`src/rtl/lcd_pkg.sv`:
```
// Shared types and constants for the HD44780 character-LCD sequencer.
//  - lcd_state_e : sequencer phases
//  - LCD_*_BIT   : bit positions inside the 32-bit io_lcd word
//  - INIT_ROM    : power-up command bytes (all sent with RS=0)
//  - CMD_CLEAR / CMD_HOME : commands that need the long execution wait
package lcd_pkg;

    typedef enum logic [2:0] {
        PWRUP,
        SETUP,
        PULSE,
        HOLD,
        WAIT,
        IDLE
    } lcd_state_e;

    localparam int unsigned LCD_ON_BIT = 31;
    localparam int unsigned LCD_EN_BIT = 10;
    localparam int unsigned LCD_RS_BIT = 9;
    localparam int unsigned LCD_RW_BIT = 8;

    localparam logic [7:0] CMD_CLEAR = 8'h01;
    localparam logic [7:0] CMD_HOME  = 8'h02;

    localparam logic [7:0] INIT_ROM [4] = '{8'h38, 8'h0C, 8'h01, 8'h06};

    // A zero-length phase still occupies one cycle.
    function automatic int unsigned phase_len(input int unsigned t);
        return (t == 0) ? 1 : t;
    endfunction

    function automatic int unsigned max2(input int unsigned a, input int unsigned b);
        return (a > b) ? a : b;
    endfunction

endpackage

```
`src/rtl/lcd_phase_timer.sv`:
```
// Loadable down-counter that times one sequencer phase.
//  clk_i, rst_ni : clock, async active-low reset (counter clears to 0)
//  load_i        : reload the counter with load_val_i this edge
//  load_val_i    : phase length minus one
//  done_c        : counter is at zero (decode of the count register)
module lcd_phase_timer #(
    parameter int unsigned CNT_W = 8
) (
    input  logic             clk_i,
    input  logic             rst_ni,
    input  logic             load_i,
    input  logic [CNT_W-1:0] load_val_i,
    output logic             done_c
);

    logic [CNT_W-1:0] r_cnt;

    // Saturates at zero so an idle timer never wraps.
    always_ff @(posedge clk_i or negedge rst_ni) begin
        if (!rst_ni) begin
            r_cnt <= '0;
        end else if (load_i) begin
            r_cnt <= load_val_i;
        end else if (r_cnt != '0) begin
            r_cnt <= r_cnt - CNT_W'(1);
        end
    end

    assign done_c = (r_cnt == '0);

endmodule

```
`src/rtl/lcd_seq_ctrl.sv`:
```
// HD44780 bus sequencer: power-up init, then one byte per valid/ready handshake.
//  clk_i, rst_ni : clock, async active-low reset
//  req_valid_i   : byte request valid (requester holds it until accepted)
//  req_ready_o   : sequencer idle and able to take a byte
//  req_rs_i      : 0 = command, 1 = character data
//  req_data_i    : byte to write
//  init_done_o   : init sequence finished (sticky until reset)
//  lcd_o         : {ON, 20'b0, EN, RS, RW, DATA}
// Outputs are registered from the current state, so every pin change shows
// up one cycle after the corresponding state transition.
module lcd_seq_ctrl
    import lcd_pkg::*;
#(
    parameter int unsigned T_PWRUP = 750000,
    parameter int unsigned T_SETUP = 2,
    parameter int unsigned T_EN    = 12,
    parameter int unsigned T_HOLD  = 2,
    parameter int unsigned T_EXEC  = 2000,
    parameter int unsigned T_CLR   = 82000
) (
    input  logic        clk_i,
    input  logic        rst_ni,
    input  logic        req_valid_i,
    output logic        req_ready_o,
    input  logic        req_rs_i,
    input  logic [7:0]  req_data_i,
    output logic        init_done_o,
    output logic [31:0] lcd_o
);

    localparam int unsigned T_MAX = max2(max2(max2(T_PWRUP, T_SETUP), max2(T_EN, T_HOLD)),
                                         max2(T_EXEC, T_CLR));
    localparam int unsigned CNT_W = (T_MAX < 1) ? 1 : $clog2(T_MAX + 1);

    localparam int unsigned L_PWRUP = phase_len(T_PWRUP);
    localparam bit          PWR_MULTI = (L_PWRUP > 1);

    // Power-up spends its first cycle arming the timer, hence the extra minus one.
    localparam logic [CNT_W-1:0] LD_PWRUP = CNT_W'(PWR_MULTI ? (L_PWRUP - 2) : 0);
    localparam logic [CNT_W-1:0] LD_SETUP = CNT_W'(phase_len(T_SETUP) - 1);
    localparam logic [CNT_W-1:0] LD_EN    = CNT_W'(phase_len(T_EN) - 1);
    localparam logic [CNT_W-1:0] LD_HOLD  = CNT_W'(phase_len(T_HOLD) - 1);
    localparam logic [CNT_W-1:0] LD_EXEC  = CNT_W'(phase_len(T_EXEC) - 1);
    localparam logic [CNT_W-1:0] LD_CLR   = CNT_W'(phase_len(T_CLR) - 1);

    lcd_state_e       r_state;
    logic             r_armed;
    logic             r_init;
    logic [1:0]       r_idx;
    logic             r_rs;
    logic [7:0]       r_data;
    logic             r_ready;
    logic             r_init_done;
    logic [31:0]      r_lcd;

    logic             w_done;
    logic             w_load;
    logic [CNT_W-1:0] w_load_val;
    logic             w_accept;
    logic             w_pwr_arm;
    logic             w_pwr_end;
    logic             w_slow;
    logic             w_more_init;
    logic [31:0]      w_lcd_nxt;

    lcd_phase_timer #(
        .CNT_W (CNT_W)
    ) u_timer (
        .clk_i      (clk_i),
        .rst_ni     (rst_ni),
        .load_i     (w_load),
        .load_val_i (w_load_val),
        .done_c     (w_done)
    );

    // Phase-end conditions shared by the timer reload and the state register.
    always_comb begin
        w_accept    = (r_state == IDLE) && r_ready && req_valid_i;
        w_pwr_arm   = (r_state == PWRUP) && !r_armed && PWR_MULTI;
        w_pwr_end   = (r_state == PWRUP) && !w_pwr_arm && (w_done || !r_armed);
        w_slow      = !r_rs && ((r_data == CMD_CLEAR) || (r_data == CMD_HOME));
        w_more_init = r_init && (r_idx != 2'd3);
    end

    // Reload the timer with the length of the phase being entered.
    always_comb begin
        w_load     = 1'b0;
        w_load_val = '0;
        case (r_state)
            PWRUP: begin
                if (w_pwr_arm) begin
                    w_load     = 1'b1;
                    w_load_val = LD_PWRUP;
                end else if (w_pwr_end) begin
                    w_load     = 1'b1;
                    w_load_val = LD_SETUP;
                end
            end
            SETUP: begin
                w_load     = w_done;
                w_load_val = LD_EN;
            end
            PULSE: begin
                w_load     = w_done;
                w_load_val = LD_HOLD;
            end
            HOLD: begin
                w_load     = w_done;
                w_load_val = w_slow ? LD_CLR : LD_EXEC;
            end
            WAIT: begin
                w_load     = w_done && w_more_init;
                w_load_val = LD_SETUP;
            end
            IDLE: begin
                w_load     = w_accept;
                w_load_val = LD_SETUP;
            end
            default: ;
        endcase
    end

    // Pin image built from latched RS/DATA only; request inputs never reach it.
    always_comb begin
        w_lcd_nxt             = '0;
        w_lcd_nxt[LCD_ON_BIT] = 1'b1;
        w_lcd_nxt[LCD_EN_BIT] = (r_state == PULSE);
        w_lcd_nxt[LCD_RS_BIT] = r_rs;
        w_lcd_nxt[LCD_RW_BIT] = 1'b0;
        w_lcd_nxt[7:0]        = r_data;
    end

    // Sequencer state, byte latch and registered outputs.
    always_ff @(posedge clk_i or negedge rst_ni) begin
        if (!rst_ni) begin
            r_state     <= PWRUP;
            r_armed     <= 1'b0;
            r_init      <= 1'b1;
            r_idx       <= 2'd0;
            r_rs        <= 1'b0;
            r_data      <= 8'h00;
            r_ready     <= 1'b0;
            r_init_done <= 1'b0;
            r_lcd       <= 32'h0;
        end else begin
            r_lcd       <= w_lcd_nxt;
            r_ready     <= (r_state == IDLE) && !w_accept;
            r_init_done <= r_init_done || (r_state == IDLE);
            case (r_state)
                PWRUP: begin
                    if (w_pwr_arm) begin
                        r_armed <= 1'b1;
                    end else if (w_pwr_end) begin
                        r_rs    <= 1'b0;
                        r_data  <= INIT_ROM[0];
                        r_idx   <= 2'd0;
                        r_state <= SETUP;
                    end
                end
                SETUP: if (w_done) r_state <= PULSE;
                PULSE: if (w_done) r_state <= HOLD;
                HOLD:  if (w_done) r_state <= WAIT;
                WAIT: begin
                    if (w_done) begin
                        if (w_more_init) begin
                            r_idx   <= r_idx + 2'd1;
                            r_data  <= INIT_ROM[r_idx + 2'd1];
                            r_state <= SETUP;
                        end else begin
                            r_init  <= 1'b0;
                            r_state <= IDLE;
                        end
                    end
                end
                IDLE: begin
                    if (w_accept) begin
                        r_rs    <= req_rs_i;
                        r_data  <= req_data_i;
                        r_state <= SETUP;
                    end
                end
                default: r_state <= PWRUP;
            endcase
        end
    end

    assign req_ready_o = r_ready;
    assign init_done_o = r_init_done;
    assign lcd_o       = r_lcd;

endmodule

```
`config.mk`:
```
export PLATFORM = sky130hd
export DESIGN_NAME = lcd_seq_ctrl
export DESIGN_NICKNAME = d
export VERILOG_FILES = /design/src/rtl/lcd_pkg.sv /design/src/rtl/lcd_phase_timer.sv /design/src/rtl/lcd_seq_ctrl.sv
export SDC_FILE = /design/constraint.sdc
export NUM_CORES = 1
export LEC_CHECK = 0
export ABC_AREA = 1
export CELL_PAD_IN_SITES_DETAIL_PLACEMENT = 0
export CELL_PAD_IN_SITES_GLOBAL_PLACEMENT = 1
export CORE_MARGIN = 4
export CORE_UTILIZATION = 39
export CTS_CLUSTER_DIAMETER = 100
export CTS_CLUSTER_SIZE = 25
export DETAILED_ROUTE_END_ITERATION = 10
export GPL_TIMING_DRIVEN = 0
export MAX_ROUTING_LAYER = met4
export PLACE_DENSITY_LB_ADDON = 0.1
export SLEW_MARGIN = 0
export SYNTH_ARGS = -nofsm -noshare
export SYNTH_HDL_FRONTEND = slang
export SYNTH_SLANG_ARGS = --single-unit
```
`constraint.sdc`:
```
create_clock -name clk_i -period 2 [get_ports clk_i]
set_input_delay 0.6 -clock clk_i [delete_from_list [all_inputs] [get_ports clk_i]]
set_output_delay 0.6 -clock clk_i [all_outputs]
set_load 0.03 [all_outputs]
```
* Word-level counts from Yosys, hierarchy flattened
Cells that the tools add are included.
** Cells by class
- Add/subtract/negate cells :: 2
- Magnitude comparators :: 1
- Eq/ne operators :: 16
- Muxes and demuxes :: 36
- Bitwise gates (word level) :: 2
- Reduce and logical (&&, ||, !) cells :: 31
** Operators with widths (count)
- $pmux W20 S4 :: 1
- $mux W20 :: 3
- $mux W8 :: 7
- $mux W3 :: 8
- $pmux W8 S3 :: 1
- $logic_not A20 Y1 :: 1
- $reduce_bool A20 Y1 :: 1
- $sub A20 B1 Y20 const B :: 1
- $ne A2 B2 Y1 const B :: 9
- $pmux W3 S6 :: 1
- $mux W17 :: 1
- $bmux W8 S2 :: 1
- $logic_and A1 B1 Y1 :: 9
- $eq A8 B1 Y1 const B :: 1
- $eq A8 B2 Y1 const B :: 1
- $mux W2 :: 4
- $reduce_and A7 Y1 :: 1
- $eq A3 B2 Y1 const B :: 2
- $eq A3 B3 Y1 const B :: 2
- $mux W1 :: 6
- $reduce_and A6 Y1 :: 1
- $reduce_bool A2 Y1 :: 3
- $reduce_or A3 Y1 :: 2
- $reduce_and A5 Y1 :: 1
- other kinds (15) :: 20
** Word-level totals
- Register bits after elaboration :: 49
- Input bits :: 12
- Output and inout port bits :: 34
- Word-level logic and storage cells :: 98

* Longest topological paths before layout
Gate-level depths: netlist of the first run.
- Depth after elaboration :: 9
- Gate-level depth with buffers :: 12
- Mapped depth without buffers :: 12

* Cells and area by module
From an unflattened synthesis of the first run, not the netlist that was laid out.
** Unflattened totals
- Cell total of the unflattened synthesis :: 397
- Area total of the unflattened synthesis :: 3002.9 µm²
** By module, submodules not included
- lcd_seq_ctrl :: instances 1, cells an instance 188, area an instance 1612.8 µm², seq. area each 726.9 µm²
- lcd_phase_timer :: instances 1, cells an instance 209, area an instance 1390.1 µm², seq. area each 500.5 µm²

* Worst setup path before layout of the first run
OpenSTA, ideal clock, no wires.
- Path kind :: register to register
- From :: reg u_timer.r_cnt[0]
- To :: reg r_data[0]
- Library setup time :: 0.118 ns
- Arrival time :: 1.482 ns
- Required time :: 1.882 ns
- Path slack :: 0.400 ns
- Stages on the path, launching flop included :: 10
- Buffers on the path :: 0
- Period minus slack after synthesis :: 1.600 ns
- Path through :: dfrtp_1 > inv_1 > ha_1 > nand2_1 > nor2_1 > nand3_4 > nand2_1 > nand3_4 > nand2_1 > nand2_1
** On the way
- Longest elaborated chain between the ends :: 5
- Elaborated cells on any way between the ends :: 6
- Those cells by class :: eq/ne: 2; reduce/logical: 4
** RTL lines
- start: declaration :: line lcd_phase_timer.sv:16 : logic [CNT_W-1:0] r_cnt;
- start signal: assignment :: line lcd_phase_timer.sv:23 : r_cnt <= load_val_i;
- start signal: assignment :: line lcd_phase_timer.sv:25 : r_cnt <= r_cnt - CNT_W'(1);
- $logic_not A20 Y1 (*) :: line lcd_phase_timer.sv:29 : assign done_c = (r_cnt == '0);
- $logic_or A1 B1 Y1 :: line lcd_seq_ctrl.sv:80 : w_pwr_end = (r_state == PWRUP) && !w_pwr_arm && (w_done || !r_armed);
- $logic_and A1 B1 Y1 :: line lcd_seq_ctrl.sv:80
- $ne A2 B2 Y1 (no source line)
- $reduce_and A6 Y1 (no source line) (*)
- end signal: assignment :: line lcd_seq_ctrl.sv:155 : r_data <= INIT_ROM[0];
- end signal: assignment :: line lcd_seq_ctrl.sv:167 : r_data <= INIT_ROM[r_idx + 2'd1];
- end signal: assignment :: line lcd_seq_ctrl.sv:178 : r_data <= req_data_i;
- end: declaration :: line lcd_seq_ctrl.sv:51 : logic [7:0] r_data;
Mark *: on every way between the ends. The rest lies on a longest branch, timed or not.
A chain may end at the register's enable or synchronous reset.

* Final worst setup path of the first run
- From :: reg r_init_done, in the netlist init_done_o
- To :: out init_done_o
** RTL lines
- start: declaration :: line lcd_seq_ctrl.sv:53 : logic r_init_done;
- start signal: assignment :: line lcd_seq_ctrl.sv:148 : r_init_done <= r_init_done || (r_state == IDLE);
- end: declaration :: line lcd_seq_ctrl.sv:27 : output logic init_done_o,
No word-level cell between the ends.

==> results of run 1 <==
[where the power goes]
part,internal [mW],switching (mW)
registers,0.993,0.00152
clock network,0.254,0.382
logic,0.0536,0.0881
[cells in the mapped netlist (all sizes together)]
library cell,count
or2,1
clkbuf,1
a21oi,18
nor3,5
o21a,1
nand3,28
nor2,55
nand3b,2
xnor2,3
buf,26
xor2,7
nand2,109
ha,5
a22o,2
o21bai,1
conb,2
nand4,17
dfrtp,48
o21ai,8
dfstp,1
inv,42
[stage by stage]
step / setup TNS, ps / cell area, µm² / cells
after floorplan: 0 / 2990 / 402
after global placement: -60740 / 3360 / 525
after detailed placement: -3180 / 3370 / 526
after CTS: 0 / 3470 / 534
after global routing: -46.8 / 3530 / 540
final: 0 / 3530 / 540
[routing by layer]
metal | track usage (%) | part of all wire, % | vias up
li1 | - | - | 1289
met1 | 24.0 | 49 | 1150
met2 | 25.2 | 45 | 55
met3 | 2.47 | 4.0 | 10
met4 | 5.05 | 1.8 | 0
met5 | - | 0 | -
[what timing repair did]
item,4_1_cts,5_1_grt
gates resized for setup,0,10
hold buffers,0,0
setup buffers,0,5
setup endpoints to repair,0,25
[flip-flops by register name (all words and copies together) (netlist names)]
register / cells
r_init: 1
u_timer.r_cnt: 20
r_armed: 1
r_idx: 2
req_ready_o: 1
r_state: 3
lcd_o: 11
init_done_o: 1
r_rs: 1
r_data: 8
[worst paths after layout]
kind	cells after the start	start	end
worst max-delay path	1	init_done_o	init_done_o
worst min-delay path	1	rst_ni	u_timer.r_cnt[13]
worst max register to register	9	u_timer.r_cnt[6]	u_timer.r_cnt[1]
worst min register to register	0	r_data[3]	lcd_o[3]
max in group asynchronous	2	rst_ni	r_init
min in group clk_i	0	r_data[3]	lcd_o[3]
[logic make-up (layout without fill, tap and decap cells)]
family	count (synthesis)	in the layout	synth area share [%]
simple gates	217	217	33.9
flops	49	49	42.0
fa+ha+maj	5	5	2.14
buf+inv	69	108	12.3
other cells	2	22	0.257
xor+xnor	10	10	3.00
compound gates	30	30	6.34
[area by class of cell]
cell class	instances	area, µm²
multi-input combinational	284	1420
fill	749	3720
inverter	42	158
clock inverter	3	25.0
clock buffer	5	68.8
buffer	27	201
timing repair buffer	31	300
sequential	49	1230
tap	99	124
==> flow_metrics.env, run 1 <==
export IMPL_outcome="completed"
export IMPL_areaGrowthSynthToFinish_pct=20.9
export IMPL_synth_top_cell_area_share_pct=41.1
export IMPL_drive_above_1_share_pct=16.1
export IMPL_endpoint_kind="output port"
export IMPL_mappedNetlistArea_mm2=0.00292
export IMPL_hold_class="primary input to asynchronous set/reset pin"
export IMPL_grt_pass1_wl_mm=11.4
export IMPL_die_x_um=94.5
export IMPL_synth_largest_area_cell="dfrtp_1"
export IMPL_maxCapViolCount=0
export IMPL_postRouteWirelength_mm=6.92
export IMPL_fp_coreArea_mm2=0.00725
export IMPL_synthCells=382
export IMPL_layout_common_cells="nand2_1, dfrtp_1, inv_1, nor2_1, buf_4"
export IMPL_cts_buffers=5
export IMPL_grt_usage_pct=16.9
export IMPL_skew_ps=8.77
export IMPL_antenna_found_initial=0
export IMPL_yosysUniqueCellTypes=31
export IMPL_h_tree_depth=2
export IMPL_ys_ff_latch=49
export IMPL_cts_tree="yes"
export IMPL_die_y_um=94.5
export IMPL_hold_slack_ps=261
export IMPL_hold_violations=0
export IMPL_rows=31
export IMPL_gp_congestion=0.878
export IMPL_path_buf_inv=1
export IMPL_fin_nets=457
export IMPL_layout_commonest_cell="nand2_1"
export IMPL_place_hpwl_mm=5.27
export IMPL_synth_seq_area_share_pct=42.0
export IMPL_cts_root_buf="clkbuf_8"
export IMPL_worstMarginPinSlew_ps=631
export IMPL_dp_slack_ps=-158
export IMPL_num_io_pins=46
export IMPL_gr_total_overflow=0
export IMPL_setup_ws_ps=61.8
export IMPL_post_route_period_util_pct=96.9
export IMPL_diodes=0
export IMPL_r2r_setup_slack_ps=130
export IMPL_initial_core_util_pct=40.2
export IMPL_io_buffers=24
export IMPL_drt_initial_drc_count=109
export IMPL_slew_violations=0
export IMPL_fin_util_pct=48.7
export IMPL_cellPowerDensity_mw_per_mm2=502
export IMPL_startpoint_type="flop"
export IMPL_cp_required_ps=1400
export IMPL_critical_path_class="flop to output port"
export IMPL_clk_latency_ps=310
export IMPL_arrival_ps=1340
export IMPL_slowest_delay_ps=670
export IMPL_clockBufferDepth=2
export IMPL_grt_pass1_vias=2354
export IMPL_crit_chain="clkdlybuf4s50_1"
export IMPL_finalSetupViolCount=0
export IMPL_power_mw=1.77
export IMPL_ir_drop_uv=337
export IMPL_viasPerCell=4.64
export IMPL_remaining_drc_errors=0
export IMPL_numClockSinks=49
export IMPL_syn_area_per_cell_um2=7.64
export IMPL_slew_headroom_pct=57.8
export IMPL_max_freq_mhz=516
export IMPL_postRouteAntennaNets=0
export IMPL_die_area_mm2=0.00893
export IMPL_drtPass1Iterations=6
export IMPL_finalCriticalPeriod_ps=1940
export IMPL_cp_top_family="buffers and inverters"
export IMPL_synth_yosys_warnings=0
export IMPL_via_count=2504
export IMPL_cp_max_fo=2
export IMPL_cts_clk_slew_worst_paths_ps=100
export IMPL_grt_max_degree=29
export IMPL_slowest_stage="clkdlybuf4s50_1"
export IMPL_p_leak_nw=1.80
export IMPL_synth_area_leaders="dfrtp_1, nand2_1, buf_4"
export IMPL_wl_per_cell_um=12.8
Note: power is estimated with default switching activity, not from simulation.
==> run 2: changes to the inputs <==
--- a/config.mk
+++ b/config.mk
@@ -16,7 +16,9 @@
 export GPL_TIMING_DRIVEN = 0
 export MAX_ROUTING_LAYER = met4
 export PLACE_DENSITY_LB_ADDON = 0.1
-export SLEW_MARGIN = 0
+export SKIP_CTS_REPAIR_TIMING = 1
+export SLEW_MARGIN = 10
 export SYNTH_ARGS = -nofsm -noshare
 export SYNTH_HDL_FRONTEND = slang
 export SYNTH_SLANG_ARGS = --single-unit
+export TNS_END_PERCENT = 100
==> results of run 2 <==
Same layout as run 1: the final DEF is identical, and so are final timing and power.
==> run 3: changes to the inputs <==
--- a/config.mk
+++ b/config.mk
@@ -6,10 +6,11 @@
 export NUM_CORES = 1
 export LEC_CHECK = 0
 export ABC_AREA = 1
+export ABC_CLOCK_PERIOD_IN_PS = 2400
 export CELL_PAD_IN_SITES_DETAIL_PLACEMENT = 0
 export CELL_PAD_IN_SITES_GLOBAL_PLACEMENT = 1
-export CORE_MARGIN = 4
-export CORE_UTILIZATION = 39
+export CORE_MARGIN = 3
+export CORE_UTILIZATION = 42
 export CTS_CLUSTER_DIAMETER = 100
 export CTS_CLUSTER_SIZE = 25
 export DETAILED_ROUTE_END_ITERATION = 10
==> constraint.sdc (replaced) <==
create_clock -name clk_i -period 2.4 [get_ports clk_i]
set_input_delay 0.72 -clock clk_i [delete_from_list [all_inputs] [get_ports clk_i]]
set_output_delay 0.72 -clock clk_i [all_outputs]
set_load 0.03 [all_outputs]
==> run 3 against run 2 <==
  * Register-to-register slack improved by 320 ps
  * Critical path depth did not move
  * Die area fell by 11%
  * Cell count fell by 5.2%
  * Via count fell by 1.4%
  * Sequential share of layout area rose by 0.84 points
  * Combinational power fell by 17%
  * Design area fell by 2.4%
  * First-iteration DRC count rose by 0.92%
  * Critical endpoint unchanged
==> flow_metrics.env, run 3 (synthesized netlist as in run 1, its figures left out) <==
export IMPL_worstMarginPinSlew_ps=582
export IMPL_grt_max_degree=34
export IMPL_place_hpwl_mm=5.08
export IMPL_remaining_drc_errors=0
export IMPL_gp_congestion=0.828
export IMPL_areaGrowthSynthToFinish_pct=18.0
export IMPL_drive_above_1_share_pct=13.6
export IMPL_post_route_period_util_pct=85.8
export IMPL_cellPowerDensity_mw_per_mm2=429
export IMPL_cts_clk_slew_worst_paths_ps=100
export IMPL_cp_max_fo=2
export IMPL_grt_pass1_wl_mm=10.9
export IMPL_cts_root_buf="clkbuf_8"
export IMPL_ir_drop_uv=279
export IMPL_cp_required_ps=1680
export IMPL_layout_area_seq_mm2=0.00123
export IMPL_cp_top_family="buffers and inverters"
export IMPL_die_y_um=89.4
export IMPL_max_freq_mhz=486
export IMPL_finalSetupViolCount=0
export IMPL_finalCriticalPeriod_ps=2060
export IMPL_arrival_ps=1340
export IMPL_maxCapViolCount=0
export IMPL_grt_pass1_vias=2205
export IMPL_critical_path_class="flop to output port"
export IMPL_slowest_delay_ps=670
export IMPL_num_io_pins=46
export IMPL_antenna_found_initial=0
export IMPL_slew_violations=0
export IMPL_postRouteWirelength_mm=6.57
export IMPL_numClockSinks=49
export IMPL_layout_common_cells="nand2_1, dfrtp_1, nor2_1, inv_1, nand3_1"
export IMPL_path_buf_inv=1
export IMPL_startpoint_type="flop"
export IMPL_fillers=653
export IMPL_rsz0062_at_grt="false"
export IMPL_fin_util_pct=52.7
export IMPL_crit_chain="clkdlybuf4s50_1"
export IMPL_via_count=2470
export IMPL_wl_per_cell_um=12.8
export IMPL_endpoint_kind="output port"
export IMPL_postRouteAntennaNets=0
export IMPL_power_mw=1.48
export IMPL_multi_input_area_mm2=0.00141
export IMPL_layout_commonest_cell="nand2_1"
export IMPL_drt_initial_drc_count=110
export IMPL_rows=29
export IMPL_clockBufferDepth=2
export IMPL_fp_coreArea_mm2=0.00653
export IMPL_regMostFlops="u_timer.r_cnt"
export IMPL_grt_usage_pct=18.3
export IMPL_outcome="completed"
export IMPL_diodes=0
export IMPL_slew_headroom_pct=61.1
export IMPL_h_tree_depth=2
export IMPL_hold_violations=0
export IMPL_initial_core_util_pct=44.7
export IMPL_slowest_stage="clkdlybuf4s50_1"
export IMPL_clk_latency_ps=300
export IMPL_die_x_um=89.4
export IMPL_die_area_mm2=0.00799
export IMPL_drtPass1Iterations=4
export IMPL_viasPerCell=4.82
export IMPL_io_buffers=24
export IMPL_skew_ps=5.99
export IMPL_p_leak_nw=1.75
export IMPL_cts_buffers=5
export IMPL_gr_total_overflow=0
export IMPL_hold_class="primary input to asynchronous set/reset pin"
export IMPL_fin_nets=451
export IMPL_cts_tree="yes"
export IMPL_largest_reg_flops=20
## run 3: cell types whose count changed in the layout (fill, tap and decap cells not counted), sizes merged
| cell | change |
|---|---|
| buf | -7 |
| clkbuf | +1 |
| clkdlybuf4s50 | +1 |
| clkinvlp | -1 |
| dlymetal6s2s | -1 |
| inv | +1 |
## run 3: path summary, 6_finish.rpt
| kind | startpoint | to | slack (ps) | cells after the start |
|---|---|---|---|---|
| min reg2reg | r_data[6] | lcd_o[6] | 410 | 0 |
| max reg2reg | u_timer.r_cnt[0] | u_timer.r_cnt[1] | 450 | 12 |
| min in group clk_i | r_data[6] | lcd_o[6] | 410 | 0 |
| max | init_done_o | init_done_o | 340 | 1 |
| min | rst_ni | lcd_o[1] | 330 | 1 |
| max in group asynchronous | rst_ni | r_init | 1490 | 2 |
## run 3: final cells by class
cell class	instances	area share [%]
plain buffers	27	5.81
clock inverters	3	0.836
clock buffers	5	2.00
multi-input cells	284	40.9
well taps	77	2.80
flip-flops and latches	49	35.6
repair buffers	25	7.41
inverters	42	4.58
## run 3: report_power, final
group	internal (mW)	leakage, nW	switching (mW)	total [mW]
combinational	0.0447	1.10	0.0732	0.118
clock	0.219	0.0506	0.312	0.531
sequential	0.828	0.605	0.00172	0.829
total	1.09	1.75	0.387	1.48
## run 3: worst reg2reg max path: cells and delay by family, from the launching register on
family / cells / cell delay [ps]
buffers and inverters: 3 / 450
and+or+nand+nor: 8 / 790
adders and majority gates: 1 / 210
DFF: 1 / 400
## run 3: stage by stage
stage,setup slack [ps],hold WS [ps],cells,TNS [ps],area [µm²]
after floorplan,773,375,402,0,2990
after global placement,-946,387,503,-45630,3330
after detailed placement,133,388,504,0,3350
after CTS,327,336,512,0,3440
after global routing,128,341,512,0,3440
final,341,329,512,0,3440
## run 3: layer usage
metal / track usage, % / part of all wire, % / wire length [µm]
met2: 27.7 / 45 / 2940
met3: 2.21 / 4.1 / 268
met5: - / 0 / 0
met1: 26.3 / 51 / 3330
met4: 4.06 / 0.52 / 34
